File: config.mk
export PLATFORM = sky130hd
export DESIGN_NAME = boot_loader_flat
export DESIGN_NICKNAME = d
export VERILOG_FILES = /design/src/rtl/common_params.sv /design/src/rtl/boot_loader_if.sv /design/src/rtl/boot_word_asm.sv /design/src/rtl/boot_loader.sv /design/src/flat_wrapper.sv
export SDC_FILE = /design/constraint.sdc
export NUM_CORES = 1
export LEC_CHECK = 0
export CORE_MARGIN = 5
export CORE_UTILIZATION = 48
export CTS_CLUSTER_SIZE = 25
export DETAILED_ROUTE_END_ITERATION = 16
export PLACE_DENSITY = 0.83
export SLEW_MARGIN = 15
export SYNTH_ARGS = -nofsm -noshare
export SYNTH_HDL_FRONTEND = slang
export SYNTH_SLANG_ARGS = --single-unit
File: constraint.sdc
create_clock -name clk -period 2.55 [get_ports clk]
set_clock_uncertainty 0.2 [all_clocks]
set_input_delay 0.3825 -clock clk [delete_from_list [all_inputs] [get_ports clk]]
set_output_delay 0.3825 -clock clk [all_outputs]
set_load 0.01 [all_outputs]
File: src/rtl/common_params.sv
// Shared widths and the boot FSM state encoding for the boot loader.
// CHK is present only when BOOT_CHECKSUM_EN is defined.
package common_params;

  localparam int BITS  = 32;
  localparam int ADDRW = 13;

  typedef enum logic [2:0] {
    IDLE   = 3'd0,
    LEN_LO = 3'd1,
    LEN_HI = 3'd2,
    DATA   = 3'd3,
`ifdef BOOT_CHECKSUM_EN
    CHK    = 3'd4,
`endif
    DONE   = 3'd5,
    ERROR  = 3'd6
  } boot_state_t;

endpackage

File: src/rtl/boot_loader_if.sv
// Boot loader bus: UART byte stream in, I-MEM write port and status out.
interface boot_loader_if;
  import common_params::*;

  // rx_valid qualifies rx_data for exactly one cycle per byte; there is no
  // backpressure, so every byte must be taken the cycle it is offered.
  // we_boot is a one-cycle strobe with wdata_data/wdata_addr valid alongside.
  logic              boot_req;
  logic [7:0]        rx_data;
  logic              rx_valid;
  logic [BITS-1:0]   wdata_data;
  logic [ADDRW:0]    wdata_addr;
  logic              we_boot;
  logic              bootloading;
  logic              boot_done;
  logic              boot_err;

  modport slave (
    input  boot_req, rx_data, rx_valid,
    output wdata_data, wdata_addr, we_boot, bootloading, boot_done, boot_err
  );

  modport master (
    output boot_req, rx_data, rx_valid,
    input  wdata_data, wdata_addr, we_boot, bootloading, boot_done, boot_err
  );

endinterface

File: src/rtl/boot_word_asm.sv
// Little-endian word assembler: four bytes shift in, first byte ends in [7:0].
// last_byte (BOOT_CHECKSUM_EN only) flags the byte that completes a word.
module boot_word_asm
  import common_params::*;
(
  input  logic            clk,
  input  logic            rst,
  input  logic            clear,
  input  logic            byte_en,
  input  logic [7:0]      byte_in,
  output logic [BITS-1:0] word,
  output logic            word_valid
`ifdef BOOT_CHECKSUM_EN
  ,
  output logic            last_byte
`endif
);

  logic [1:0] byte_cnt;

  always_ff @(posedge clk or posedge rst) begin
    if (rst) begin
      word       <= '0;
      byte_cnt   <= '0;
      word_valid <= 1'b0;
    end else begin
      word_valid <= 1'b0;
      if (clear) begin
        word     <= '0;
        byte_cnt <= '0;
      end else if (byte_en) begin
        word       <= {byte_in, word[BITS-1:8]};
        byte_cnt   <= byte_cnt + 2'd1;
        word_valid <= (byte_cnt == 2'd3);
      end
    end
  end

`ifdef BOOT_CHECKSUM_EN
  assign last_byte = byte_en && (byte_cnt == 2'd3);
`endif

endmodule

File: src/rtl/boot_loader.sv
// UART boot loader: length header, little-endian words into I-MEM, optional
// trailing 8-bit sum checked when BOOT_CHECKSUM_EN is defined.
module boot_loader
  import common_params::*;
#(
  parameter int MAX_WORDS = 8192
) (
  input  logic          clk,
  input  logic          rst,
  boot_loader_if.slave  bus,
  output boot_state_t   state_dbg
);

  localparam logic [16:0] MAX_N = 17'(MAX_WORDS);

  boot_state_t     state, state_nxt;
  logic            start;
  logic [7:0]      len_lo;
  logic [15:0]     n_words;
  logic [15:0]     len_rx;
  logic [ADDRW:0]  word_idx;
  logic            last_word;
  logic            asm_en;
  logic [BITS-1:0] asm_word;
  logic            asm_valid;
`ifdef BOOT_CHECKSUM_EN
  logic [7:0]      acc;
  logic            asm_last;
`endif

  assign len_rx    = {bus.rx_data, len_lo};
  assign last_word = (16'(word_idx) == n_words - 16'd1);
  assign asm_en    = bus.rx_valid && (state == DATA);

  boot_word_asm u_asm (
    .clk        (clk),
    .rst        (rst),
    .clear      (start),
    .byte_en    (asm_en),
    .byte_in    (bus.rx_data),
    .word       (asm_word),
    .word_valid (asm_valid)
`ifdef BOOT_CHECKSUM_EN
    ,
    .last_byte  (asm_last)
`endif
  );

  always_ff @(posedge clk or posedge rst) begin
    if (rst) begin
      state <= IDLE;
    end else begin
      state <= state_nxt;
    end
  end

  always_comb begin
    state_nxt = state;
    start     = 1'b0;
    case (state)
      IDLE, DONE, ERROR: begin
        if (bus.boot_req) begin
          state_nxt = LEN_LO;
          start     = 1'b1;
        end
      end
      LEN_LO: if (bus.rx_valid) state_nxt = LEN_HI;
      LEN_HI: begin
        if (bus.rx_valid) begin
          if ({1'b0, len_rx} > MAX_N) begin
            state_nxt = ERROR;
          end else if (len_rx == 16'd0) begin
`ifdef BOOT_CHECKSUM_EN
            state_nxt = CHK;
`else
            state_nxt = DONE;
`endif
          end else begin
            state_nxt = DATA;
          end
        end
      end
      DATA: begin
`ifdef BOOT_CHECKSUM_EN
        // Leave on the completing byte so a checksum byte landing in the
        // write-strobe cycle is already seen by CHK.
        if (asm_last && last_word) state_nxt = CHK;
`else
        if (asm_valid && last_word) state_nxt = DONE;
`endif
      end
`ifdef BOOT_CHECKSUM_EN
      CHK: begin
        if (bus.rx_valid) state_nxt = (bus.rx_data == acc) ? DONE : ERROR;
      end
`endif
      default: state_nxt = IDLE;
    endcase
  end

  always_ff @(posedge clk or posedge rst) begin
    if (rst) begin
      len_lo   <= '0;
      n_words  <= '0;
      word_idx <= '0;
`ifdef BOOT_CHECKSUM_EN
      acc      <= '0;
`endif
    end else if (start) begin
      len_lo   <= '0;
      n_words  <= '0;
      word_idx <= '0;
`ifdef BOOT_CHECKSUM_EN
      acc      <= '0;
`endif
    end else begin
      if (state == LEN_LO && bus.rx_valid) len_lo <= bus.rx_data;
      if (state == LEN_HI && bus.rx_valid) n_words <= len_rx;
      if (asm_valid) word_idx <= word_idx + 1'b1;
`ifdef BOOT_CHECKSUM_EN
      if (asm_en) acc <= acc + bus.rx_data;
`endif
    end
  end

  always_comb begin
    bus.bootloading = 1'b0;
    case (state)
      LEN_LO, LEN_HI, DATA: bus.bootloading = 1'b1;
`ifdef BOOT_CHECKSUM_EN
      CHK:                  bus.bootloading = 1'b1;
`endif
      default:              bus.bootloading = 1'b0;
    endcase
  end

  assign bus.we_boot    = asm_valid;
  assign bus.wdata_data = asm_word;
  assign bus.wdata_addr = word_idx;
  assign bus.boot_done  = (state == DONE);
  assign bus.boot_err   = (state == ERROR);
  assign state_dbg      = state;

endmodule

File: src/flat_wrapper.sv
// flat-port wrapper written by rule: the top's interface ports become plain ports
module boot_loader_flat import common_params::*;
#(
  parameter int MAX_WORDS = 8192
)
  (clk, rst, state_dbg, bus_boot_req, bus_rx_data, bus_rx_valid, bus_wdata_data, bus_wdata_addr, bus_we_boot, bus_bootloading, bus_boot_done, bus_boot_err);
  boot_loader_if bus_i ();
  input  logic clk;
  input  logic rst;
  output boot_state_t state_dbg;
  input wire logic [$bits(bus_i.boot_req)-1:0] bus_boot_req;
  input wire logic [$bits(bus_i.rx_data)-1:0] bus_rx_data;
  input wire logic [$bits(bus_i.rx_valid)-1:0] bus_rx_valid;
  output wire logic [$bits(bus_i.wdata_data)-1:0] bus_wdata_data;
  output wire logic [$bits(bus_i.wdata_addr)-1:0] bus_wdata_addr;
  output wire logic [$bits(bus_i.we_boot)-1:0] bus_we_boot;
  output wire logic [$bits(bus_i.bootloading)-1:0] bus_bootloading;
  output wire logic [$bits(bus_i.boot_done)-1:0] bus_boot_done;
  output wire logic [$bits(bus_i.boot_err)-1:0] bus_boot_err;
  assign bus_i.boot_req = bus_boot_req;
  assign bus_i.rx_data = bus_rx_data;
  assign bus_i.rx_valid = bus_rx_valid;
  assign bus_wdata_data = bus_i.wdata_data;
  assign bus_wdata_addr = bus_i.wdata_addr;
  assign bus_we_boot = bus_i.we_boot;
  assign bus_bootloading = bus_i.bootloading;
  assign bus_boot_done = bus_i.boot_done;
  assign bus_boot_err = bus_i.boot_err;
  boot_loader #(.MAX_WORDS(MAX_WORDS)) u_core (.clk(clk), .rst(rst), .bus(bus_i), .state_dbg(state_dbg));
endmodule
==> results of run 1 <==
==> cells by family after synthesis <==
| logic type | synth area share |
|---|---|
| XOR/XNOR | 0.06595 |
| multiplexers | 0.02339 |
| flip-flops | 0.4938 |
| AND/OR/NAND/NOR | 0.2456 |
| adder cells (fa/ha/maj) | 0.009748 |
| buffers and inverters | 0.03476 |
| AO/OA/AOI/OAI | 0.1267 |
==> worst max-delay path, delay by kind of cell, from the launching register on <==
kind	cells	cell delay, ns
flip-flops	1	0.42
AO/OA/AOI/OAI	4	0.84
AND/OR/NAND/NOR	2	1.13
==> routing by layer <==
layer | up-vias | part of all wire | global-route usage | wire, um
li1 | 1640 | - | - | -
met1 | 1664 | 0.45 | 0.2737 | 4340
met2 | 82 | 0.50 | 0.3228 | 4824
met3 | 6 | 0.046 | 0.04278 | 450
met4 | 0 | 0.0078 | 0.05357 | 76
met5 | - | 0 | 0 | 0
==> power groups by stage <==
stage / Combinational (W) / Sequential, W / Clock (W)
6_report: 0.00287 / 0.00188 / 0.000894
5_1_grt: 0.00315 / 0.00193 / 0.000968
4_1_cts: 0.00281 / 0.00188 / 0.000912
3_5_place_dp: 0.00279 / 0.00190 / 0
3_3_place_gp: 0.00275 / 0.00189 / 0
2_1_floorplan: 0.00175 / 0.00193 / 0
==> final cells by class <==
type	count	area (um2)	area share
clock buffers	9	123.9	0.02491
well taps	102	127.6	0.02567
multi-input cells	329	1858	0.3737
repair buffers	91	880.8	0.1772
inverters	4	15.01	0.003020
flip-flops and latches	76	1902	0.3825
clock inverters	7	65.06	0.01309
==> synth_stat cells (6+ instances only) <==
| master | count |
|---|---|
| sky130_fd_sc_hd__nand2_1 | 111 |
| sky130_fd_sc_hd__dfrtp_1 | 76 |
| sky130_fd_sc_hd__a21oi_1 | 57 |
| sky130_fd_sc_hd__nor2_1 | 31 |
| sky130_fd_sc_hd__clkbuf_1 | 26 |
| sky130_fd_sc_hd__xnor2_1 | 16 |
| sky130_fd_sc_hd__xor2_1 | 13 |
| sky130_fd_sc_hd__mux2i_1 | 9 |
| sky130_fd_sc_hd__nor4_1 | 9 |
| sky130_fd_sc_hd__nand2b_1 | 6 |
| sky130_fd_sc_hd__o21ai_0 | 6 |
| sky130_fd_sc_hd__or3_1 | 6 |
==> repair_timing <==
item / 4_1_cts / 5_1_grt
hold endpoints to repair: 0 / 0
cloned: 0 / 0
resized for setup: 0 / 2
endpoints found under the setup margin: 2 / 2
pin swaps: 0 / 0
buffers inserted: 0 / 1
==> per-stage QoR <==
stage               instances  setup TNS, ns  utilization  cell area [um2]  setup WS, ns
floorplan                 438              0            -             3874       0.02917
global placement          601              0       0.6132             4763       0.01330
detailed placement        601       -0.06641       0.6132             4763      -0.04844
CTS                       617       -0.09590       0.6376             4952      -0.05065
global route              618        -0.2293       0.6401             4972       -0.1328
finish                    618        -0.1283       0.6401             4972      -0.09737
==> state kept, by name, summed over array words and instances, names as in the netlist <==
signal / cells
u_core.u_asm.word: 32
u_core.bus.wdata_addr: 14
u_core.u_asm.word_valid: 1
u_core.n_words: 16
u_core.len_lo: 8
u_core.u_asm.byte_cnt: 2
u_core.state_dbg: 3
==> path summary, 6_finish.rpt <==
kind	to	depth (start not counted)	slack, ns
hold / removal	u_core.u_asm.word[24]	2	0.20
setup / recovery	u_core.state_dbg[2]	6	-0.1
hold reg to reg	u_core.u_asm.word[6]	2	0.33
min in group clk	u_core.u_asm.word[6]	2	0.33
max in group asynchronous	u_core.n_words[8]	3	1.28
setup reg to reg	u_core.state_dbg[2]	6	-0.1
==> summary by stage, run 1 <==
Synthesis
The share of the Yosys chip area taken by registers is 0.4938. The fraction of registers with async set or reset after synthesis is 1.000. The synthesized netlist occupies a cell area of 3851 um2. After synthesis, the cell types taking the most area are sky130_fd_sc_hd__dfrtp_1 (49%), sky130_fd_sc_hd__nand2_1 (11%), sky130_fd_sc_hd__a21oi_1 (7.4%).

The top cell type by total area after synthesis is sky130_fd_sc_hd__dfrtp_1. After synthesis, the mean cell area works out to 8.793 um2. The net count of the mapped netlist is 453.

The dominant synthesized flop cell is sky130_fd_sc_hd__dfrtp_1. The number of enable flip-flop cells after synthesis is 0. The share of synthesized area in the top cell type comes to 0.4938. The number of unique standard cell types used by synthesis is between 40 and 50. Synthesis produced 438 cells. The synthesized design contains 76 register bits. The total number of yosys warnings is 0.

Clock tree
The later pin in the worst-skew pair is clocked with a latency of 0.36 ns. The root buffer selected by CTS is sky130_fd_sc_hd__clkbuf_8. The number of H-tree branching levels is 3. TritonCTS built the clock tree.

The deepest clock path buffer count is 2. For this design, the sink count on the clock tree is 76. The number of hold-repair buffers added at the cts stage is 0.

The CTS clock-pin slew for the worst setup and hold paths is ~0.10 ns. The total CTS buffers is 9.

Worst setup path
The slowest stage of the critical path belongs to the cell sky130_fd_sc_hd__or4_1. The launching point of the worst reg2reg path is u_core.n_words[1]. The critical setup path kind is register to register. The cell with the most instances on the worst path is sky130_fd_sc_hd__or4_1.

The required time reported for the critical path endpoint is 2.65 ns. STA classifies the critical path startpoint as a register. Tracing the worst setup path back leads to its startpoint at u_core.n_words[1].

Of all nets on the critical path, the largest fanout is 5. At the worst endpoint, the arrival time is around 2.8 ns. The critical path goes through or4_1 > or4_1 > o21ai_0 > o21ai_1 > o41ai_2 > a21o_1. The endpoint kind of the worst setup timing path is a register.

The maximum cell stage delay along the critical path is between 0.6 and 0.7 ns.

GRT
The overall routing resource usage is 0.2000. For this run the aggregate overflow at the end of global routing stands at 0. The number of global-route vias before repair is 3286.

Entering global routing, the biggest net connects 45 pins. The number of antenna violations at the first check in global routing came to 0. The global-route wire length before repair is 15960 um.

Routing
For this block, the via count after detailed routing is between 3000 and 4000. The detailed router finished its first iteration with about 200 violations. The residual antenna-violating net count after detailed routing is 0. The routed wire length is between 9000 and 10000 um. After detailed routing, the average wire length per cell comes to 15.68 um. The detailed-router iteration count before antenna repair is 4. After detailed routing, the number of remaining DRC violations is 0. After detailed routing, the number of vias per cell comes to approximately 5.5.

STA
Setup repair after global routing could not meet its margin everywhere. The portion of the clock cycle consumed by the worst path in the final layout is 1.038. The number of failing setup endpoints in the final timing report is 2.

The maximum frequency from static timing analysis is around 0.38 GHz. The final hold violation count is 0. The relative slew slack is 0.5878.

The measured slew at the worst slew-check pin is between 0.6 and 0.7 ns. On the final layout, the worst hold slack is 0.1978 ns. The slack of the critical path is -0.09737 ns. The number of pins with negative max-slew slack in the final report was 0.

The worst path in the final design needs a cycle of about 2.6 ns, including I/O delays and setup.

Final layout
The number of filler instances in the final layout is roughly 660. The library cell used most frequently in the layout, excluding fill and tap cells, is sky130_fd_sc_hd__nand2_1. In the layout the commonest cells are sky130_fd_sc_hd__nand2_1 (111), sky130_fd_sc_hd__dfrtp_1 (76), sky130_fd_sc_hd__clkdlybuf4s50_1 (64).

The repair_antennas step left the layout with diodes totalling 0. Compared with the post-synthesis result, the final layout area differs by 29.11%. The final layout contains approximately 530 nets. Of the cells placed in the final design, the portion with a size suffix greater than 1 is 0.1202.

Outcome
The checks that failed: negative setup slack. The run finished, with violations left.

Power
The internal power of the cells totals 0.003322 W. The share of total power dissipated in the clock network is 0.158. The portion of total power attributed to combinational logic is 0.509. Across the VDD grid, the largest voltage drop is 0.5603 mV. The power per cell area is between 1000 and 1500 nW/um2. The power share of the sequential group is 0.333. The completed layout was analyzed and its total power is 0.005651 W. The switching power total is around 0.0023 W.

The leakage power figure is roughly 2.1 nW. Of the total power, the share spent switching nets is 0.4122.

Worst hold path
The worst min-delay path class is primary input to asynchronous set/reset pin.

Flow run
The max-capacitance violation count is 0.

Placement
Input and output buffers added on the ports amount to 64. Routability-driven placement finished with a final weighted congestion of about 0.85. Summed over all nets, the half-perimeter wirelength after detailed placement is about 7000 um.

Floorplanning
During I/O placement, the number of pins put on the boundary was 65. The effective utilization at floorplan is 0.4958. The floorplan step set the die width to between 90 and 100 um.

The region available for standard cell placement spans 7767 um2. The number of cell rows is 32. The die area is about 9900 um2.

Measured along the y axis, the die boundary spans around 100 um.
No activity file was read; power rests on OpenSTA's default activity.
==> inputs of run 2 (changes only) <==
Settings changed: CELL_PAD_IN_SITES_DETAIL_PLACEMENT from default to 2, CELL_PAD_IN_SITES_GLOBAL_PLACEMENT from default to 2, CORE_UTILIZATION 48 to 29.
==> run 2 against run 1 <==
The run now ends clean; maximum frequency is 4.4% higher; cell count grew 12%; global-route usage shrank 3.5 points; total power is 12% higher; hold slack gained 0.022 ns; non-clock buffer count unchanged; routed wire length grew 30%; die area increased by 58%; combinational power grew 8.7%; core utilization fell by 24 points; cell area grew 4.6%; setup slack better by 0.11 ns.
==> summary by stage, run 2 (synthesis results as in run 1) <==
STA
The shortest period the worst path allows is roughly 2.5 ns. The final hold violation count was 0. After routing, the total negative slack on setup checks comes to 0 ns. Setup repair after global routing could not meet its margin everywhere. The number of failing setup endpoints in the final timing report is 0. In this run the tightest slew margin relative to its limit is 0.5614. The tightest hold path in the finished design has a slack of 0.2198 ns. Once routing completed, OpenROAD measured the worst setup slack at around 0.015 ns. Dividing the final minimum period by the clock period gives 0.9941.

For this run, the top clock speed supported by timing is between 0.3 and 0.4 GHz. The number of pins with negative max-slew slack in the final report came to 0. For the pin with the worst max-slew slack, the measured transition is approximately 0.66 ns.

Floorplanning
The number of cell rows is 42. The horizontal die dimension is between 100 and 150 um. The effective utilization at floorplan is 0.2931. In this run the vertical extent of the chip is ~130 um. The number of top-level pins is between 60 and 70. The die covers between 15000 and 20000 um2. The total area inside the core boundary comes to 13140 um2.

Final layout
The flip-flop count of the largest register after layout is 32. The register area is 1902 um2. The number of nets in the final layout is roughly 530. Summing all multi-input logic gate instances after layout gives around 1900 um2. Leaving out fill and tap cells, the most frequent cell in the layout is sky130_fd_sc_hd__nand2_1.

At the end of the flow the core is filled with cells to 0.3957. After filler insertion, the fill cell instance count of the layout stands at around 1500. 0 antenna diodes ended up in the layout. u_core.u_asm.word holds more flip-flops than any other register. The library cells used most frequently in the layout, excluding fill and tap cells, are sky130_fd_sc_hd__nand2_1 (111), sky130_fd_sc_hd__dfrtp_1 (76), sky130_fd_sc_hd__clkdlybuf4s50_1 (64).

The proportion of layout cells with a drive suffix above 1 is 0.1279. The area growth from synthesis to layout is 34.99%.

Outcome
The run finished with clean final reports.

Power
The portion of total power attributed to combinational logic is 0.492. Of the total power, the share spent switching nets is 0.4057. Of the total power, the clock network draws 0.206. In this run the power spent charging and discharging nets is around 0.0026 W. The leakage power figure is around 2.2 nW. Power spread over the standard cell area amounts to about 1200 nW/um2. The maximum resistive drop on vdd is ~0.45 mV. Of the total power, registers draw 0.301. Summing internal, switching and leakage power gives approximately 0.0063 W. Cell internal power was estimated by the tool at 0.003767 W.

GRT
For this run, the total global-route usage over all layers was measured as 0.1647. The total overflow reported by the global router is 0. Entering global routing, the biggest net connects between 70 and 80 pins. The global-route wire length before repair is approximately 21000 um. The number of global-route vias before repair is 4002. The number of antenna violations at the first check in global routing was 0.

Clock tree
The CTS clock-pin slew for the worst setup and hold paths is ~0.06 ns. The later-pin clock latency in the skew report is around 0.35 ns. The deepest clock path buffer count is 2. TritonCTS created 9 clock buffers. The H-tree was split into 3 levels. The cell sitting at the root of the clock tree is a sky130_fd_sc_hd__clkbuf_16. Counting every sink on the clock net gives 76. TritonCTS built the clock tree.

Worst setup path
Data on the critical path is required at its endpoint by 2.64 ns. The worst setup path is launched from a register. The logic depth of the worst register-to-register path is 8.

The critical path is of the register to register type. The maximum net fanout on the critical path is 7. The data arrival time of the critical path is roughly 2.6 ns. The endpoint kind of the worst setup timing path is a register.

Placement
Buffers placed on the I/O ports in this run total 64. The setup slack at placement is -0.09376 ns. The final HPWL from detailed placement is about 9000 um. At the end of routability-driven placement, the weighted congestion stood at between 0.7 and 0.8.

Routing
The ratio of routed vias to standard cells is ~5.1. The number of remaining DRC errors is 0. The final route contains between 3000 and 4000 vias. In the final routed layout, each cell accounts on average for about 18 um. Before antenna repair, the detailed router went through 4 iterations.

The detail route stage leaves a number of antenna-violating nets equal to 0. The first routing iteration left 86 violations. The routed design has 12610 um of wire.

Worst hold path
In this run the worst hold path is classified as primary input to asynchronous set/reset pin.

Flow run
The max-capacitance violation count is 0.
run 2: cell count changes in the layout (fill, tap and decap cells not counted), sizes merged:
cell	delta
inv	-3
clkbuf	+1
bufinv	+1
clkinv	+1
run 2: area by class of cell:
type                            instances  area share
Tap cell                              176     0.04236
Inverter                                4    0.002888
Clock inverter                          6     0.01396
Clock buffer                           10     0.04404
Sequential cell                        76      0.3658
Timing Repair Buffer                   91      0.1694
Multi-Input combinational cell        329      0.3615
run 2: per-stage QoR:
step	cell area, um2	instances
global placement	4848	674
floorplan	3874	438
global route	5199	692
CTS	5182	691
finish	5199	692
detailed placement	4848	674
run 2: repair_timing:
item,CTS,global route
cloned,0,0
hold buffers,0,0
buffers inserted,1,1
resized for setup,6,2
endpoints found under the setup margin,2,2
run 2: worst max-delay path: stages, from the launching register on:
cell and delay, ns:
sky130_fd_sc_hd__dfrtp_1 0.42, sky130_fd_sc_hd__inv_2 0.08, sky130_fd_sc_hd__ha_4 0.12, sky130_fd_sc_hd__or4b_4 0.52, sky130_fd_sc_hd__or4_4 0.44, sky130_fd_sc_hd__a22oi_2 0.18
sky130_fd_sc_hd__nand4_2 0.12, sky130_fd_sc_hd__o41ai_2 0.24, sky130_fd_sc_hd__a21o_1 0.15
run 2: worst paths after layout:
path | start | end | slack, ns
worst max-delay path | u_core.n_words[0] | u_core.state_dbg[2] | 0.02
worst min-delay path | rst | u_core.u_asm.word[18] | 0.22
worst max register to register | u_core.n_words[0] | u_core.state_dbg[2] | 0.02
worst min register to register | u_core.u_asm.word[4] | u_core.u_asm.word[4] | 0.32
max in group asynchronous | rst | u_core.bus.wdata_addr[2] | 1.29
min in group clk | u_core.u_asm.word[4] | u_core.u_asm.word[4] | 0.32
run 2: metal layers:
metal / global-route usage / share of wire
met2: 0.2986 / 0.52
met1: 0.1869 / 0.41
met3: 0.04691 / 0.046
met4: 0.05166 / 0.018
met5: 0 / 0
run 2: power by group through the flow:
stage / Sequential, W / Clock, W / Combinational [W]
after global placement: 0.00190 / 0 / 0.00280
after global routing: 0.00197 / 0.00139 / 0.00342
final: 0.00191 / 0.00131 / 0.00312
after CTS: 0.00192 / 0.00134 / 0.00311
after detailed placement: 0.00193 / 0 / 0.00295
after floorplan: 0.00193 / 0 / 0.00175
==> inputs of run 3 (changes only) <==
Settings changed: CORE_UTILIZATION 29 to 30, PLACE_DENSITY 0.83 to 0.82, SYNTH_HIERARCHICAL from default to 1.
==> run 3 against run 2 <==
Area after synthesis rose by 6.1%; clock power rose by 3%; synthesized cell count fell by 3.2%; via count fell by 3.8%; cell count fell by 2.3%; count of clock-buffer cells in the layout rose by 1; setup slack improved by 0.074 ns; sequential share of layout area fell by 0.58 points; critical path type is now register to primary output; largest power group unchanged.
==> summary by stage, run 3 <==
Clock tree
The number of setup buffers added after CTS is 0. For this design, the CTS-stage hold fixing added 0 buffers. The total CTS buffers is 9.

The number of H-tree branching levels is 3. Clock tree synthesis found a total of 76 sinks. The TritonCTS clock tree is done. For the worst-skew pair, the clock arrives at the later sink with an insertion delay of between 0.3 and 0.4 ns. The root buffer selected by CTS is sky130_fd_sc_hd__clkbuf_16. After clock tree synthesis, the clock-pin slew on the worst setup and hold paths is around 0.060 ns. The clock passes through at most 2 buffers.

Synthesis
A synthesized cell averages slightly below 10 um2. The fraction of registers with async set or reset after synthesis is 1.000. The summed instance area of the synthesized netlist is roughly 4100 um2.

Synthesis inferred between 70 and 80 register bits. The dominant synthesized flop cell is sky130_fd_sc_hd__dfrtp_1. The total number of yosys warnings is 6. The dominant cell by count in the synthesized netlist is sky130_fd_sc_hd__dfrtp_1. The share of the Yosys chip area taken by registers is 0.4654. After synthesis, the cell types taking the most area are sky130_fd_sc_hd__dfrtp_1 (47%), sky130_fd_sc_hd__mux2i_1 (8.6%), sky130_fd_sc_hd__nand2_1 (6.1%). The top cell type by total area after synthesis is sky130_fd_sc_hd__dfrtp_1. The net count of the mapped netlist is approximately 440.

The number of unique standard cell types used by synthesis is 59. Counting every instance in the synthesized netlist gives 424. The share of Yosys cell area claimed by the top area cell type is 0.4654.

The synthesized design contains 0 enable-type register cells. By count the netlist is led by sky130_fd_sc_hd__dfrtp_1 (76), sky130_fd_sc_hd__nand2_1 (66), sky130_fd_sc_hd__nor2_1 (60).

Worst setup path
For this run, the slowest stage of the critical path takes between 0.5 and 0.6 ns. The signal on the critical path passes through nor2b_2 > and2_1 > clkdlybuf4s50_1. The kind of cell with the highest combined delay on the critical path is buffers and inverters. In this run the number of cells on the critical path is 3. The nature of the critical path startpoint is a register. Together, buffers and inverters on the worst path number 1. The most critical setup path has its endpoint at bus_boot_err. The critical setup path kind is register to primary output. In this run the critical register-to-register path is captured at u_core/state_dbg[1]. The worst register-to-register path has a setup slack of between 0.1 and 0.15 ns. The data arrival time of the critical path is ~1.9 ns. The most critical setup path has its startpoint at u_core/state_dbg[1]. Along the worst path, the maximum fanout reaches 9. STA classifies the critical path endpoint as a primary output.

The slowest cell on the critical path is sky130_fd_sc_hd__clkdlybuf4s50_1. The worst register-to-register path has a depth of 7. The worst register-to-register path begins at u_core/n_words[1]. The required time reported for the critical path endpoint is just under 2 ns.

Final layout
The number of nets in the final layout is around 500. u_core/u_asm/word holds more flip-flops than any other register. Of the cells placed in the final design, the portion with a size suffix greater than 1 is 0.1160.

In the layout the commonest cells are sky130_fd_sc_hd__dfrtp_1 (74), sky130_fd_sc_hd__nand2_1 (66), sky130_fd_sc_hd__clkdlybuf4s50_1 (64). Relative to the synthesized area, the layout overhead comes to 29.42%. The number of diodes is 0. The library cell used most frequently in the layout, excluding fill and tap cells, is sky130_fd_sc_hd__dfrtp_1. The flip-flop count of the largest register after layout is 32. The utilization after layout is 0.3978. The filler cells instantiated in the layout total 1433.

Flow run
The max-capacitance violation count is 0.

Routing
Dividing the detail-routed wire length by the instance count gives between 15 and 20 um. After the first detailed-routing iteration, the DRC count stood at roughly 110. The overall via count from detail_route is between 3000 and 4000. The routed wire length is 12860 um.

For this run, the detailed router's first-pass iteration total came to 4. In the routed design, unresolved DRC markers number 0. In the routed layout, each cell is associated on average with a via count of approximately 5. Once detail routing completed, the nets flagged for antenna violations numbered 0.

STA
The number of pins with negative max-slew slack in the final report was 0. The final hold violation count is 0. The measured slew at the worst slew-check pin is 0.5647 ns. The maximum frequency from static timing analysis is approximately 0.41 GHz. After layout, the worst setup slack is between 0.08 and 0.09 ns. The relative slew slack is 0.6235. The portion of the clock cycle consumed by the worst path in the final layout is 0.9649. Setup violations remaining at the end of the flow were counted as 0. Setup repair after global routing left no endpoint under its margin.

The clock period could shrink to 2.461 ns.

Power
Summed over all cells, the static leakage comes to around 2.2 nW. The power per cell area is 1170 nW/um2. The maximum resistive drop on vdd is 0.5072 mV.

Floorplanning
The number of top-level pins is 65. The die is around 130 um wide. The die area is between 15000 and 20000 um2. After floorplanning, the core was divided into 42 placement rows.

The overall die height is between 100 and 150 um. The core area is about 13000 um2. The effective utilization at floorplan is 0.3074.

Placement
In this run the tool buffered the top-level ports with 64 buffer cells. Detailed placement ended at an HPWL of around 8800 um. The routability congestion estimate from global placement is between 0.7 and 0.8. Prior to clock tree synthesis, the placed netlist has a worst setup slack of -0.06508 ns.

GRT
The global-route wire length before repair is ~21000 um. The number of antenna violations at the first check in global routing is 0. Entering global routing, the biggest net connects 42 pins.

The number of global-route vias before repair is 3942. After global routing the overflow that remains totals 0. Across every metal layer, demand over resource in global routing totals 0.1655.

Worst hold path
The worst min-delay path class is primary input to asynchronous set/reset pin.

Outcome
The flow ran to the end, and the final reports show no timing, DRC or antenna violations.
-- run 3: through the flow --
step | cells | total power [W] | TNS, ns | hold slack, ns | instance area [um2]
6_report | 676 | 0.006187 | 0 | 0.06913 | 5289
5_1_grt | 676 | 0.006601 | 0 | 0.08331 | 5289
4_1_cts | 676 | 0.006246 | 0 | 0.06302 | 5268
3_5_place_dp | 660 | 0.004798 | -0.08828 | 0.3251 | 4951
3_3_place_gp | 660 | 0.004617 | -0.01110 | 0.3064 | 4951
2_1_floorplan | 424 | 0.003819 | 0 | 0.2903 | 4086
-- run 3: area by class of cell --
class,instances,area [um2],area share
clock buffer,11,252.7,0.04779
clock inverter,5,60.06,0.01136
inverter,10,37.54,0.007097
multi-input combinational,314,2011,0.3802
sequential,76,1904,0.3601
tap,176,220.2,0.04164
timing repair buffer,84,803.3,0.1519
-- run 3: worst min path at each step --
stage / startpoint / endpoint / slack (ns) / depth (start not counted)
2_1_floorplan: u_core/u_asm/byte_cnt[1] / u_core/u_asm/byte_cnt[1] / 0.29 / 2
3_3_place_gp: u_core/u_asm/byte_cnt[1] / u_core/u_asm/byte_cnt[1] / 0.31 / 2
3_5_place_dp: u_core/u_asm/word[5] / u_core/u_asm/word[5] / 0.33 / 2
4_1_cts: rst / u_core/u_asm/word[27] / 0.06 / 2
5_1_grt: rst / u_core/u_asm/word[27] / 0.08 / 2
6_report: rst / u_core/u_asm/word[27] / 0.07 / 2
-- run 3: logic make-up after synthesis --
kind of cell,share of synthesized area
adder cells (fa/ha/maj),0.01194
buffers and inverters,0.05144
flip-flops,0.4654
multiplexers,0.08573
AND/OR/NAND/NOR,0.2076
AO/OA/AOI/OAI,0.1157
XOR/XNOR,0.06215
-- run 3: report_power, final --
part,internal [W],switching (W)
clock network,0.000813,0.000534
logic,0.00136,0.00150
registers,0.00152,0.000457
-- run 3: worst reg2reg max path, cell delays in order, from the launching register on --
cell and delay [ns]:
sky130_fd_sc_hd__dfrtp_1 0.42, sky130_fd_sc_hd__buf_4 0.18, sky130_fd_sc_hd__nor2_4 0.25, sky130_fd_sc_hd__or4b_1 0.48
sky130_fd_sc_hd__o211ai_2 0.09, sky130_fd_sc_hd__a41o_1 0.19, sky130_fd_sc_hd__nand4b_1 0.18, sky130_fd_sc_hd__o31a_1 0.33
-- run 3: timing repair --
action                                  CTS  global route
pin swaps                                 0             0
resized for setup                         2             5
endpoints found under the setup margin    1             5
-- run 3: routing by layer --
metal  routed length (um)  share of wire  GRT usage  vias up
li1                     -              -          -     1591
met1                 5222           0.41     0.1792     1709
met2                 6792           0.53     0.3039       55
met3                  596          0.046    0.05086       18
met4                  246          0.019    0.05804        0
met5                    0              0          0        -
